File: src/rtl/drive_pkg.sv
// rtl/drive_pkg.sv - shared gear/speed definitions for the drive state controller and display blocks
//
// Purpose: gear limits, speed width, FSM state encoding, the gear->max_level lookup
//          and the speed_value packing used by the speed FND path.
// Ports:   none (package).
package drive_pkg;

  localparam int         SPEED_W  = 4;
  localparam logic [2:0] GEAR_MIN = 3'd1;
  localparam logic [2:0] GEAR_MAX = 3'd5;

  typedef enum logic [1:0] {
    ST_COAST = 2'd0,
    ST_ACCEL = 2'd1,
    ST_BRAKE = 2'd2
  } drive_state_e;

  // Highest speed level reachable in each gear; out-of-range gears map to gear 1.
  function automatic logic [SPEED_W-1:0] max_lv(input logic [2:0] gear);
    case (gear)
      3'd2:    return 4'd3;
      3'd3:    return 4'd5;
      3'd4:    return 4'd7;
      3'd5:    return 4'd9;
      default: return 4'd1;
    endcase
  endfunction

  function automatic logic [31:0] pack_speed(input logic [SPEED_W-1:0] speed,
                                             input logic [SPEED_W-1:0] max_level);
    return {24'd0, max_level, speed};
  endfunction

endpackage

File: src/rtl/drive_state_controller_if.sv
// rtl/drive_state_controller_if.sv - driver button inputs and speed/gear outputs of the drive controller
//
// Purpose: bundles the button levels and the registered speed/gear results.
// Signals: btn_accel, btn_brake, btn_gear_up, btn_gear_dn (levels, driven by master)
//          speed_value[31:0] = {24'd0, max_level, speed}, gear[2:0] (driven by slave)
// Modports: master = button source / display side, slave = drive_state_controller.
interface drive_state_controller_if;

  logic        btn_accel;
  logic        btn_brake;
  logic        btn_gear_up;
  logic        btn_gear_dn;
  logic [31:0] speed_value;
  logic [2:0]  gear;

  modport master (
    output btn_accel, btn_brake, btn_gear_up, btn_gear_dn,
    input  speed_value, gear
  );

  modport slave (
    input  btn_accel, btn_brake, btn_gear_up, btn_gear_dn,
    output speed_value, gear
  );

endinterface

File: src/rtl/btn_rise_detect.sv
// rtl/btn_rise_detect.sv - single-cycle pulse on the rising edge of a button level
//
// Purpose: one history register; pulse_o = btn_i & ~history.
// Ports:   clk_i (clock), rst_i (sync active-high reset, history cleared),
//          btn_i (button level), pulse_o (combinational rising-edge pulse)
module btn_rise_detect (
  input  logic clk_i,
  input  logic rst_i,
  input  logic btn_i,
  output logic pulse_o
);

  logic hist_q;

  always_ff @(posedge clk_i) begin
    if (rst_i) begin
      hist_q <= 1'b0;
    end else begin
      hist_q <= btn_i;
    end
  end

  assign pulse_o = btn_i & ~hist_q;

endmodule

File: src/rtl/drive_state_controller.sv
// rtl/drive_state_controller.sv - turns accel/brake/gear buttons into speed level, max level and gear
//
// Purpose: ACCEL/BRAKE/COAST FSM recomputed each cycle from the pedals; a step counter
//          applies +/-1 speed steps, gear buttons act on rising edges, downshifts clamp speed.
// Config:  define DRIVE_AUTO_SHIFT_EN to upshift automatically when saturated in ACCEL.
// Params:  STEP_CYCLES  cycles per step while a pedal is held (>=1)
//          COAST_CYCLES cycles per -1 step while coasting (>=1)
// Ports:   clk (clock), rst (sync active-high reset)
//          bus (slave): btn_* in, speed_value {24'd0, max_level, speed} out, gear out
module drive_state_controller #(
  parameter logic [15:0] STEP_CYCLES  = 16'd4,
  parameter logic [15:0] COAST_CYCLES = 16'd8
) (
  input  logic                    clk,
  input  logic                    rst,
  drive_state_controller_if.slave bus
);

  import drive_pkg::*;

  drive_state_e        state_q, state_d;
  logic [15:0]         cnt_q, cnt_d, cnt_lim;
  logic [SPEED_W-1:0]  speed_q, speed_d;
  logic [SPEED_W-1:0]  max_cur, max_dn;
  logic [2:0]          gear_q, gear_d;
  logic                up_p, dn_p;
  logic                step, man_up, man_dn, auto_up;

  btn_rise_detect u_up_edge (
    .clk_i   (clk),
    .rst_i   (rst),
    .btn_i   (bus.btn_gear_up),
    .pulse_o (up_p)
  );

  btn_rise_detect u_dn_edge (
    .clk_i   (clk),
    .rst_i   (rst),
    .btn_i   (bus.btn_gear_dn),
    .pulse_o (dn_p)
  );

  assign max_cur = max_lv(gear_q);
  assign max_dn  = max_lv(gear_q - 3'd1);

  always_comb begin
    state_d = ST_COAST;
    cnt_d   = cnt_q + 16'd1;
    step    = 1'b0;
    gear_d  = gear_q;
    speed_d = speed_q;

    if (bus.btn_brake) begin
      state_d = ST_BRAKE;
    end else if (bus.btn_accel) begin
      state_d = ST_ACCEL;
    end

    cnt_lim = (state_q == ST_COAST) ? (COAST_CYCLES - 16'd1) : (STEP_CYCLES - 16'd1);

    // Entering a new state restarts the step period on that same edge.
    if (state_d != state_q) begin
      cnt_d = 16'd0;
    end else if (cnt_q >= cnt_lim) begin
      cnt_d = 16'd0;
      step  = 1'b1;
    end

    // Simultaneous up and down edges cancel each other.
    man_up = up_p & ~dn_p & (gear_q < GEAR_MAX);
    man_dn = dn_p & ~up_p & (gear_q > GEAR_MIN);

`ifdef DRIVE_AUTO_SHIFT_EN
    // Any manual edge this cycle suppresses the automatic upshift.
    auto_up = step & (state_q == ST_ACCEL) & (speed_q == max_cur) &
              (gear_q < GEAR_MAX) & ~up_p & ~dn_p;
`else
    auto_up = 1'b0;
`endif

    if (man_up || auto_up) begin
      gear_d = gear_q + 3'd1;
    end else if (man_dn) begin
      gear_d = gear_q - 3'd1;
    end

    if (step) begin
      if (state_q == ST_ACCEL) begin
        if (speed_q < max_cur) speed_d = speed_q + 4'd1;
      end else if (speed_q != 4'd0) begin
        speed_d = speed_q - 4'd1;
      end
    end

    // Clamp after the step so a coinciding accel step cannot exceed the new ceiling.
    if (man_dn && (speed_d > max_dn)) begin
      speed_d = max_dn;
    end
  end

  always_ff @(posedge clk) begin
    if (rst) begin
      state_q <= ST_COAST;
      cnt_q   <= 16'd0;
      speed_q <= '0;
      gear_q  <= GEAR_MIN;
    end else begin
      state_q <= state_d;
      cnt_q   <= cnt_d;
      speed_q <= speed_d;
      gear_q  <= gear_d;
    end
  end

  assign bus.speed_value = pack_speed(speed_q, max_cur);
  assign bus.gear        = gear_q;

endmodule

File: src/flat_wrapper.sv
// flat-port wrapper written by rule: the top's interface ports become plain ports
module drive_state_controller_flat import drive_pkg::*;
#(
  parameter logic [15:0] STEP_CYCLES  = 16'd4,
  parameter logic [15:0] COAST_CYCLES = 16'd8
)
  (clk, rst, bus_btn_accel, bus_btn_brake, bus_btn_gear_up, bus_btn_gear_dn, bus_speed_value, bus_gear);
  drive_state_controller_if bus_i ();
  input  logic clk;
  input  logic rst;
  input wire logic [$bits(bus_i.btn_accel)-1:0] bus_btn_accel;
  input wire logic [$bits(bus_i.btn_brake)-1:0] bus_btn_brake;
  input wire logic [$bits(bus_i.btn_gear_up)-1:0] bus_btn_gear_up;
  input wire logic [$bits(bus_i.btn_gear_dn)-1:0] bus_btn_gear_dn;
  output wire logic [$bits(bus_i.speed_value)-1:0] bus_speed_value;
  output wire logic [$bits(bus_i.gear)-1:0] bus_gear;
  assign bus_i.btn_accel = bus_btn_accel;
  assign bus_i.btn_brake = bus_btn_brake;
  assign bus_i.btn_gear_up = bus_btn_gear_up;
  assign bus_i.btn_gear_dn = bus_btn_gear_dn;
  assign bus_speed_value = bus_i.speed_value;
  assign bus_gear = bus_i.gear;
  drive_state_controller #(.STEP_CYCLES(STEP_CYCLES), .COAST_CYCLES(COAST_CYCLES)) u_core (.clk(clk), .rst(rst), .bus(bus_i));
endmodule
File: config.mk
export PLATFORM = sky130hd
export DESIGN_NAME = drive_state_controller_flat
export DESIGN_NICKNAME = d
export VERILOG_FILES = /design/src/rtl/drive_pkg.sv /design/src/rtl/drive_state_controller_if.sv /design/src/rtl/btn_rise_detect.sv /design/src/rtl/drive_state_controller.sv /design/src/flat_wrapper.sv
export SDC_FILE = /design/constraint.sdc
export NUM_CORES = 1
export LEC_CHECK = 0
export BUFFER_PORTS_ARGS = -buffer_cell sky130_fd_sc_hd__clkbuf_2
export CORE_UTILIZATION = 35
export CTS_BUF_LIST = sky130_fd_sc_hd__clkbuf_4 sky130_fd_sc_hd__clkbuf_8
export DETAILED_ROUTE_END_ITERATION = 12
export PLACE_DENSITY = 0.6
export SYNTH_ARGS = -nofsm -noshare
export SYNTH_HDL_FRONTEND = slang
export SYNTH_SLANG_ARGS = --single-unit
File: constraint.sdc
create_clock -name clk -period 3.85 [get_ports clk]
set_clock_uncertainty 0.1 [all_clocks]
set_input_delay 0.385 -clock clk [delete_from_list [all_inputs] [get_ports clk]]
set_output_delay 0.385 -clock clk [all_outputs]
set_load 0.1 [all_outputs]
* Yosys cells after proc, flatten, opt, wreduce, memory -nomap -nowiden
Index checks and enable logic that the tools add are counted.
Widths: inputs -> output; s select.
** Operators by class
- Multiplexer cells :: 14
- Bitwise logic cells :: 10
- Reduce and logical (&&, ||, !) cells :: 5
- Order comparisons :: 5
- Add/sub/neg operators :: 5
- Equality and inequality tests :: 10
** Operator list (number)
- $pmux 4 s4 :: 2
- $mux 4 :: 5
- $add 16x1->16 const B :: 1
- $ge 16x16->1 :: 1
- $eq 3x2->1 const B :: 4
- $eq 3x3->1 const B :: 4
- $mux 3 :: 3
- $and 1x1->1 :: 6
- $add 4x1->4 const B :: 1
- $gt 4x4->1 :: 1
- $lt 4x4->1 :: 1
- $not 1->1 :: 4
- $reduce_bool 4->1 :: 1
- $sub 4x1->4 const B :: 1
- $add 3x1->3 const B :: 1
- $gt 3x1->1 const B :: 1
- $lt 3x3->1 const B :: 1
- $mux 1 :: 3
- $reduce_or 3->1 :: 1
- $sub 3x1->3 const B :: 1
- $eq 2x1->1 const B :: 1
- $logic_not 2->1 :: 1
- $mux 2 :: 1
- $ne 2x2->1 :: 1
- other kinds (2) :: 2
** Word-level totals
- Input port bits :: 6
- Output and inout port bits :: 35
- Register bits after elaboration :: 27
- Word-level logic and storage cells :: 55

* Depth between registers and ports, before layout
Gate-level depths: netlist of the first run.
- Depth after elaboration :: 9
- Depth in mapped cells :: 17
- Depth with buffers taken out :: 17

* Cells and area by module
From an unflattened synthesis of the first run, not the netlist that was laid out.
** Second synthesis, totals
- Cells, all modules :: 187
- Area total of the unflattened synthesis :: 1749.2 um^2
** By module, submodules not included
- drive_state_controller :: area each 1654.1 um^2, times used 1, cells an instance 181, seq. area each 500.5 um^2
- btn_rise_detect :: area each 47.5 um^2, times used 2, cells an instance 3, seq. area each 20.0 um^2

* Least setup slack after synthesis of the first run
Ideal clock, no wire load.
- Path kind :: flip-flop to flip-flop
- Start :: register u_core.gear_q[0], in the netlist u_core.bus.gear[0]
- End :: register u_core.speed_q[1]
- Buffers on the path :: 0
- Path slack :: -0.530 ns
- Clock period less this slack :: 4.380 ns
- Data arrival time :: 4.152 ns
- Required time :: 3.622 ns
- Setup time :: 0.128 ns
- Cell stages (with the launch flop) :: 18
- Cells stage by stage :: dfxtp_1 inv_1 ha_1 mux2i_1 ha_1 a211oi_4 o21ai_2 o21ai_0 a21oi_1 a31oi_1 inv_1 ha_1 nand3_1 nand2b_1 a2111oi_2 nand3b_2 mux2i_1 nor2_1
** Between the ends
- Word-level cells in the longest chain between the ends :: 9
- Elaborated cells between the ends (all ways) :: 20
- Classes of those cells :: 1 x add/sub; 3 x order compare; 8 x eq/ne; 6 x mux; 1 x bitwise; 1 x reduce/logical
** Ends and longest elaborated chain
- start, declared :: line drive_state_controller.sv:25 : logic [2:0] gear_q, gear_d;
- start signal, assigned :: line drive_state_controller.sv:111 : gear_q <= gear_d;
- $eq 3x3->1 / $eq 3x2->1 (equally long branches) :: line drive_pkg.sv:20 : case (gear)
- $pmux 4 s4 :: line drive_pkg.sv:20
- $lt 4x4->1 :: line drive_state_controller.sv:89 : if (speed_q < max_cur) speed_d = speed_q + 4'd1;
- $mux 4 :: line drive_state_controller.sv:89
- $mux 4 :: line drive_state_controller.sv:88 : if (state_q == ST_ACCEL) begin
- $mux 4 :: line drive_state_controller.sv:87 : if (step) begin
- $gt 4x4->1 :: line drive_state_controller.sv:96 : if (man_dn && (speed_d > max_dn)) begin
- $logic_and 1x1->1 :: line drive_state_controller.sv:96
- $mux 4 * :: line drive_state_controller.sv:96
- end signal, assigned :: line drive_state_controller.sv:110 : speed_q <= speed_d;
- end, declared :: line drive_state_controller.sv:23 : logic [SPEED_W-1:0] speed_q, speed_d;
Mark *: on every way between the ends. The rest lies on a longest branch, timed or not.
A chain may end at the register's enable or synchronous reset.

* Worst setup path after layout of the first run
- Start :: register u_core.gear_q[0], in the netlist u_core.bus.gear[0]
- End :: register u_core.speed_q[3]
The elaborated chain is that of the path after synthesis.

==> results of run 1 <==
[cells by family after synthesis]
family | synth area share [%]
AOI/OAI and AO/OA | 18.5
xor gates and xnor gates | 2.11
adders and majority gates | 12.8
buffers and inverters | 15.6
DFF | 32.6
muxes | 1.21
other | 0.452
and+or+nand+nor | 16.7
[power by group through the flow]
stage	logic [mW]	registers, mW	clock network, mW
finish	0.527	0.329	0.172
global route	0.568	0.333	0.190
CTS	0.493	0.329	0.178
detailed placement	0.491	0.335	0
global placement	0.493	0.335	0
floorplan	0.363	0.415	0
[per-stage QoR]
stage                     hold slack (ps)  worst slack (ps)  cells  utilization, %
after global placement                337               119    261            39.5
after detailed placement              344              64.5    261            39.5
after CTS                             216              35.6    265            40.7
after floorplan                       318              41.2    219               -
final                                 219               207    269            42.3
after global routing                  229             -36.5    269            42.3
[final cells by class]
cell class                 count  area, um2
multi-input combinational    149       1040
tap                           52       65.1
fill                         427       2560
sequential                    27        549
clock buffer                   3       41.3
clock inverter                 1       8.76
timing repair buffer          21        120
inverter                      16       60.1
[state kept, by name (all words and copies together) (netlist names)]
register                 cells
u_core.cnt_q                16
u_core.speed_q               4
u_core.bus.gear              3
u_core.state_q               2
u_core.u_dn_edge.hist_q      1
u_core.u_up_edge.hist_q      1
[routing by layer]
metal / wire [um] / up-vias / GRT usage [%]
met4: 46 / 0 / 4.89
met1: 1490 / 576 / 16.7
met3: 125 / 6 / 1.28
li1: - / 650 / -
met2: 1410 / 47 / 21.6
met5: 0 / - / 0
[timing repair]
action | CTS | global route
setup buffers | 0 | 4
setup endpoints to repair | 0 | 3
resized for setup | 0 | 10
[worst max-delay path, cell delays in order, from the launching register on]
cell	delay, ps
dfxtp_4	380
ha_1	230
ha_1	180
a21oi_1	180
ha_1	280
o21ai_2	170
o21ai_2	100
o21ai_0	200
a21oi_1	110
a31oi_2	170
inv_1	60
ha_1	290
nand3_1	80
nand2b_1	190
a2111oi_4	350
nand3b_4	230
a21oi_2	50
a211oi_2	220
[worst min path at each step]
stage / from / to / depth (start not counted)
final: bus_btn_brake / u_core.state_q[0] / 2
after global routing: bus_btn_gear_up / u_core.u_up_edge.hist_q / 2
after CTS: bus_btn_brake / u_core.state_q[0] / 2
after detailed placement: u_core.cnt_q[0] / u_core.cnt_q[0] / 1
after global placement: u_core.cnt_q[0] / u_core.cnt_q[0] / 1
after floorplan: u_core.cnt_q[0] / u_core.cnt_q[0] / 1
[synth_stat cells (4+ instances only)]
cell type	n
nand2_1	7
buf_4	26
a21oi_1	8
nor2_1	11
a211oi_1	4
dfxtp_1	27
ha_1	17
nor2b_1	4
o21ai_0	5
inv_1	15
nand3_1	7
==> flow_summary.ini, run 1 <==
[power]
p_seq_share_pct = 32.0
switchingPower_mw = 0.513
power_density_nw_per_um2 = 546
swShare_pct = 49.9
pwr-share-comb_pct = 51.3
total_power_mw = 1.03
vdd_drop_max_mv = 0.302
pwr-share-clk_pct = 16.7
p_leak_nw = 0.870
p_int_mw = 0.515

[logic_synthesis]
ys_ff_latch = 27
synth_cell_types = 46
seq_area_frac_synth_pct = 32.6
ys_warn_count = 0
synth_edf_count = 0
synth_area_um2 = 1660
synthArstFlopShare_pct = 0
synth_ff_type = dfxtp_1
netlist.area_leader.share_pct = 32.6
synth_area_leaders = dfxtp_1 33%, ha_1 13%, buf_4 12%
synthCells = 184
yosys.area.top_type = dfxtp_1
postSynthAreaPerCell_um2 = 9.02

[setup_path]
crit_required_ps = 3940
reg2reg_to = u_core.speed_q[3]
r2r-start = u_core.bus.gear[0]
r2r_slack_ps = 210
ff2ff_path_depth = 17
critPathMaxFanout = 6
start_kind = flop
critical_path_arrival_ps = 3740
critPathKind = flop to flop
critPathCapture = u_core.speed_q[3]
crit_start = u_core.bus.gear[0]
end_kind = flop

[floorplanning]
dieArea_um2 = 5020
fp.dieW_um = 70.9
fp.dieH_um = 70.9
fp-row-count = 24
boundaryPins = 41
core_area_um2 = 4440
start_util_pct = 37.4

[placed_design]
place_area_um2 = 1760
hpwlAfterDp_mm = 2.28
portBuffers = 15
gp_congestion = 0.849

[routing]
vias = 1279
avgRoutedWirePerCell_um = 11.4
drt-initial-drc-count = 46
finalWirelength_mm = 3.07
viasPerCell = 4.75
drcViolationCount = 0
drtPass1Iterations = 6
detail-route-antenna-nets = 0

[grt]
grt_start_max_net_pins = 18
overflow = 0
gr-usage-all-layers_pct = 12.7
antenna_found_initial = 0
grt_pass1_wl_mm = 5.11
grt_pass1_vias = 1161

[job]
maxCapViolations = 0

[cells_and_area]
finalNetCount = 241
antenna_cells = 0
fin_area_um2 = 1880
final_cell_mix = 37 x conb_1, 24 x dfxtp_1, 15 x ha_1, 15 x clkbuf_2, 14 x inv_1
area_growth_pct = 13.3
final_common_cell = conb_1
drive_gt1_share_pct = 22.1

[timing]
period_needed_ps = 3640
period_share_pct = 94.6
max_slew_margin_pct = 63.7
tightest_slew_ps = 546
final-max-slew-violation-count = 0
tns_ps = 0
setup_viol = 0
fmax_mhz = 275
hold_viol = 0

[clock_tree]
cts_sinks = 27
tritoncts = built
cts_buffer_depth = 2
cts_root_buf = clkbuf_8
numCtsBuffers = 3
ctsHoldBuffers = 0
htreeDepth = 1
clk_pin_slew_worst_paths_ps = 100
clock_latency_ps = 270

[status]
status = completed

[min_path]
hold_class = input port to flop
No activity file was read; power rests on OpenSTA's default activity.
==> inputs of run 2 (changes only) <==
--- a/config.mk
+++ b/config.mk
@@ -6,10 +6,12 @@
 export NUM_CORES = 1
 export LEC_CHECK = 0
 export BUFFER_PORTS_ARGS = -buffer_cell sky130_fd_sc_hd__clkbuf_2
+export CORE_ASPECT_RATIO = 0.8
 export CORE_UTILIZATION = 35
 export CTS_BUF_LIST = sky130_fd_sc_hd__clkbuf_4 sky130_fd_sc_hd__clkbuf_8
 export DETAILED_ROUTE_END_ITERATION = 12
 export PLACE_DENSITY = 0.6
+export SETUP_SLACK_MARGIN = 0.4
 export SYNTH_ARGS = -nofsm -noshare
 export SYNTH_HDL_FRONTEND = slang
 export SYNTH_SLANG_ARGS = --single-unit
==> flow_summary.ini, run 2 (synthesis results as in run 1) <==
[status]
status = completed

[setup_path]
cpPeakStageDelay_ps = 400
crit_family = simple AND/OR/NAND/NOR gates
critPathMaxFanout = 5
start_kind = flop
path_cells = buf_4, ha_1, nand2_2, ha_1, nor3b_4, buf_4, o21ai_4, o21ai_1, a21oi_1, a31oi_2, inv_1, ha_4, nand3_2, nand2b_4, a2111oi_4, nand3b_4, mux2i_1, nor2_1
cp.depth = 18
r2r_slack_ps = 420
ff2ff_path_depth = 18
crit_required_ps = 3900
r2r-start = u_core.bus.gear[0]
critical_path_arrival_ps = 3470
crit_start = u_core.bus.gear[0]
critPathCapture = u_core.speed_q[1]
cp_slowest_cell = dfxtp_4
path_buf_inv = 3
end_kind = flop
critPathKind = flop to flop
reg2reg_to = u_core.speed_q[1]

[grt]
gr-usage-all-layers_pct = 13.6
grt_start_max_net_pins = 15
grt_pass1_vias = 1167
grt_pass1_wl_mm = 5.32
overflow = 0
antenna_found_initial = 0

[routing]
finalWirelength_mm = 3.13
drt-initial-drc-count = 69
viasPerCell = 4.50
detail-route-antenna-nets = 0
avgRoutedWirePerCell_um = 11.0
drtPass1Iterations = 4
drcViolationCount = 0
vias = 1278

[floorplanning]
fp.dieH_um = 63.6
core_area_um2 = 4570
dieArea_um2 = 5030
fp.dieW_um = 79.0
boundaryPins = 41
start_util_pct = 36.3
fp-row-count = 22

[timing]
max_slew_margin_pct = 63.9
grt_setup_unrepaired = yes
period_needed_ps = 3430
tightest_slew_ps = 544
period_share_pct = 89.0
hold_viol = 0
fmax_mhz = 292
final-max-slew-violation-count = 0
tns_ps = 0
holdWs_ps = 235
setup_viol = 0

[clock_tree]
tritoncts = built
cts_buffer_depth = 2
clock_latency_ps = 260
cts_sinks = 27
cts_root_buf = clkbuf_8
clk_pin_slew_worst_paths_ps = 80
htreeDepth = 1
ctsHoldBuffers = 0
numCtsBuffers = 3

[min_path]
hold_class = input port to flop
hold_start = bus_btn_brake

[cells_and_area]
drive_gt1_share_pct = 29.9
registers.top_by_ff_count = u_core.cnt_q
final_common_cell = conb_1
area_growth_pct = 23.8
antenna_cells = 0
finalNetCount = 248
largest_reg_flops = 16
final_cell_mix = 37 x conb_1, 21 x dfxtp_1, 15 x clkbuf_2, 13 x inv_1

[power]
p_leak_nw = 0.927
vdd_drop_max_mv = 0.255
power_density_nw_per_um2 = 530

[placed_design]
gp_congestion = 0.817
hpwlAfterDp_mm = 2.42
portBuffers = 15

[job]
maxCapViolations = 0
## run 2: changes by cell type in the layout (fill, tap and decap cells not counted), moves of 2 or more
cell,before,now
ha_1,15,12
buf_4,6,12
ha_4,0,5
dfxtp_1,24,21
dfxtp_2,1,3
ha_2,2,0
## run 2: how the worst min path moves through the flow
stage | to | slack [ps] | depth (start not counted)
6_report | u_core.state_q[0] | 230 | 2
5_1_grt | u_core.u_up_edge.hist_q | 240 | 2
4_1_cts | u_core.state_q[0] | 230 | 2
3_5_place_dp | u_core.cnt_q[0] | 340 | 1
3_3_place_gp | u_core.cnt_q[0] | 330 | 1
2_1_floorplan | u_core.cnt_q[0] | 320 | 1
## run 2: cell type report
class	count	area [um2]
Clock buffer	4	48.8
Multi-Input combinational cell	149	1130
Timing Repair Buffer	28	176
Tap cell	60	75.1
Fill cell	446	2510
Inverter	16	67.6
Sequential cell	27	556
## run 2: metal layers
metal | global-route usage, % | vias to the layer above | part of all wire (%)
li1 | - | 659 | -
met1 | 18.6 | 582 | 52
met2 | 21.3 | 33 | 43
met3 | 3.04 | 4 | 4.1
met4 | 3.64 | 0 | 0.86
met5 | 0 | - | 0
## run 2: power by group
group / total [mW] / leakage [nW] / switching (mW) / internal, mW
sequential: 0.335 / 0.227 / 0.0319 / 0.303
clock: 0.156 / 0.0262 / 0.0752 / 0.0808
combinational: 0.600 / 0.674 / 0.414 / 0.186
## run 2: repair_timing
action | in CTS | in global routing
buffers inserted | 13 | 0
pin swaps | 13 | 4
setup endpoints to repair | 3 | 3
resized for setup | 7 | 7
## run 2: metrics by stage
stage | total power, mW | worst slack (ps) | util [%] | cells | instance area (um2)
after detailed placement | 0.871 | 128 | 40.3 | 267 | 1840
after CTS | 1.08 | 357 | 44.2 | 284 | 2020
after floorplan | 0.818 | 338 | - | 219 | 1890
after global routing | 1.16 | 226 | 45.0 | 284 | 2060
after global placement | 0.871 | 177 | 40.3 | 267 | 1840
final | 1.09 | 422 | 45.0 | 284 | 2060
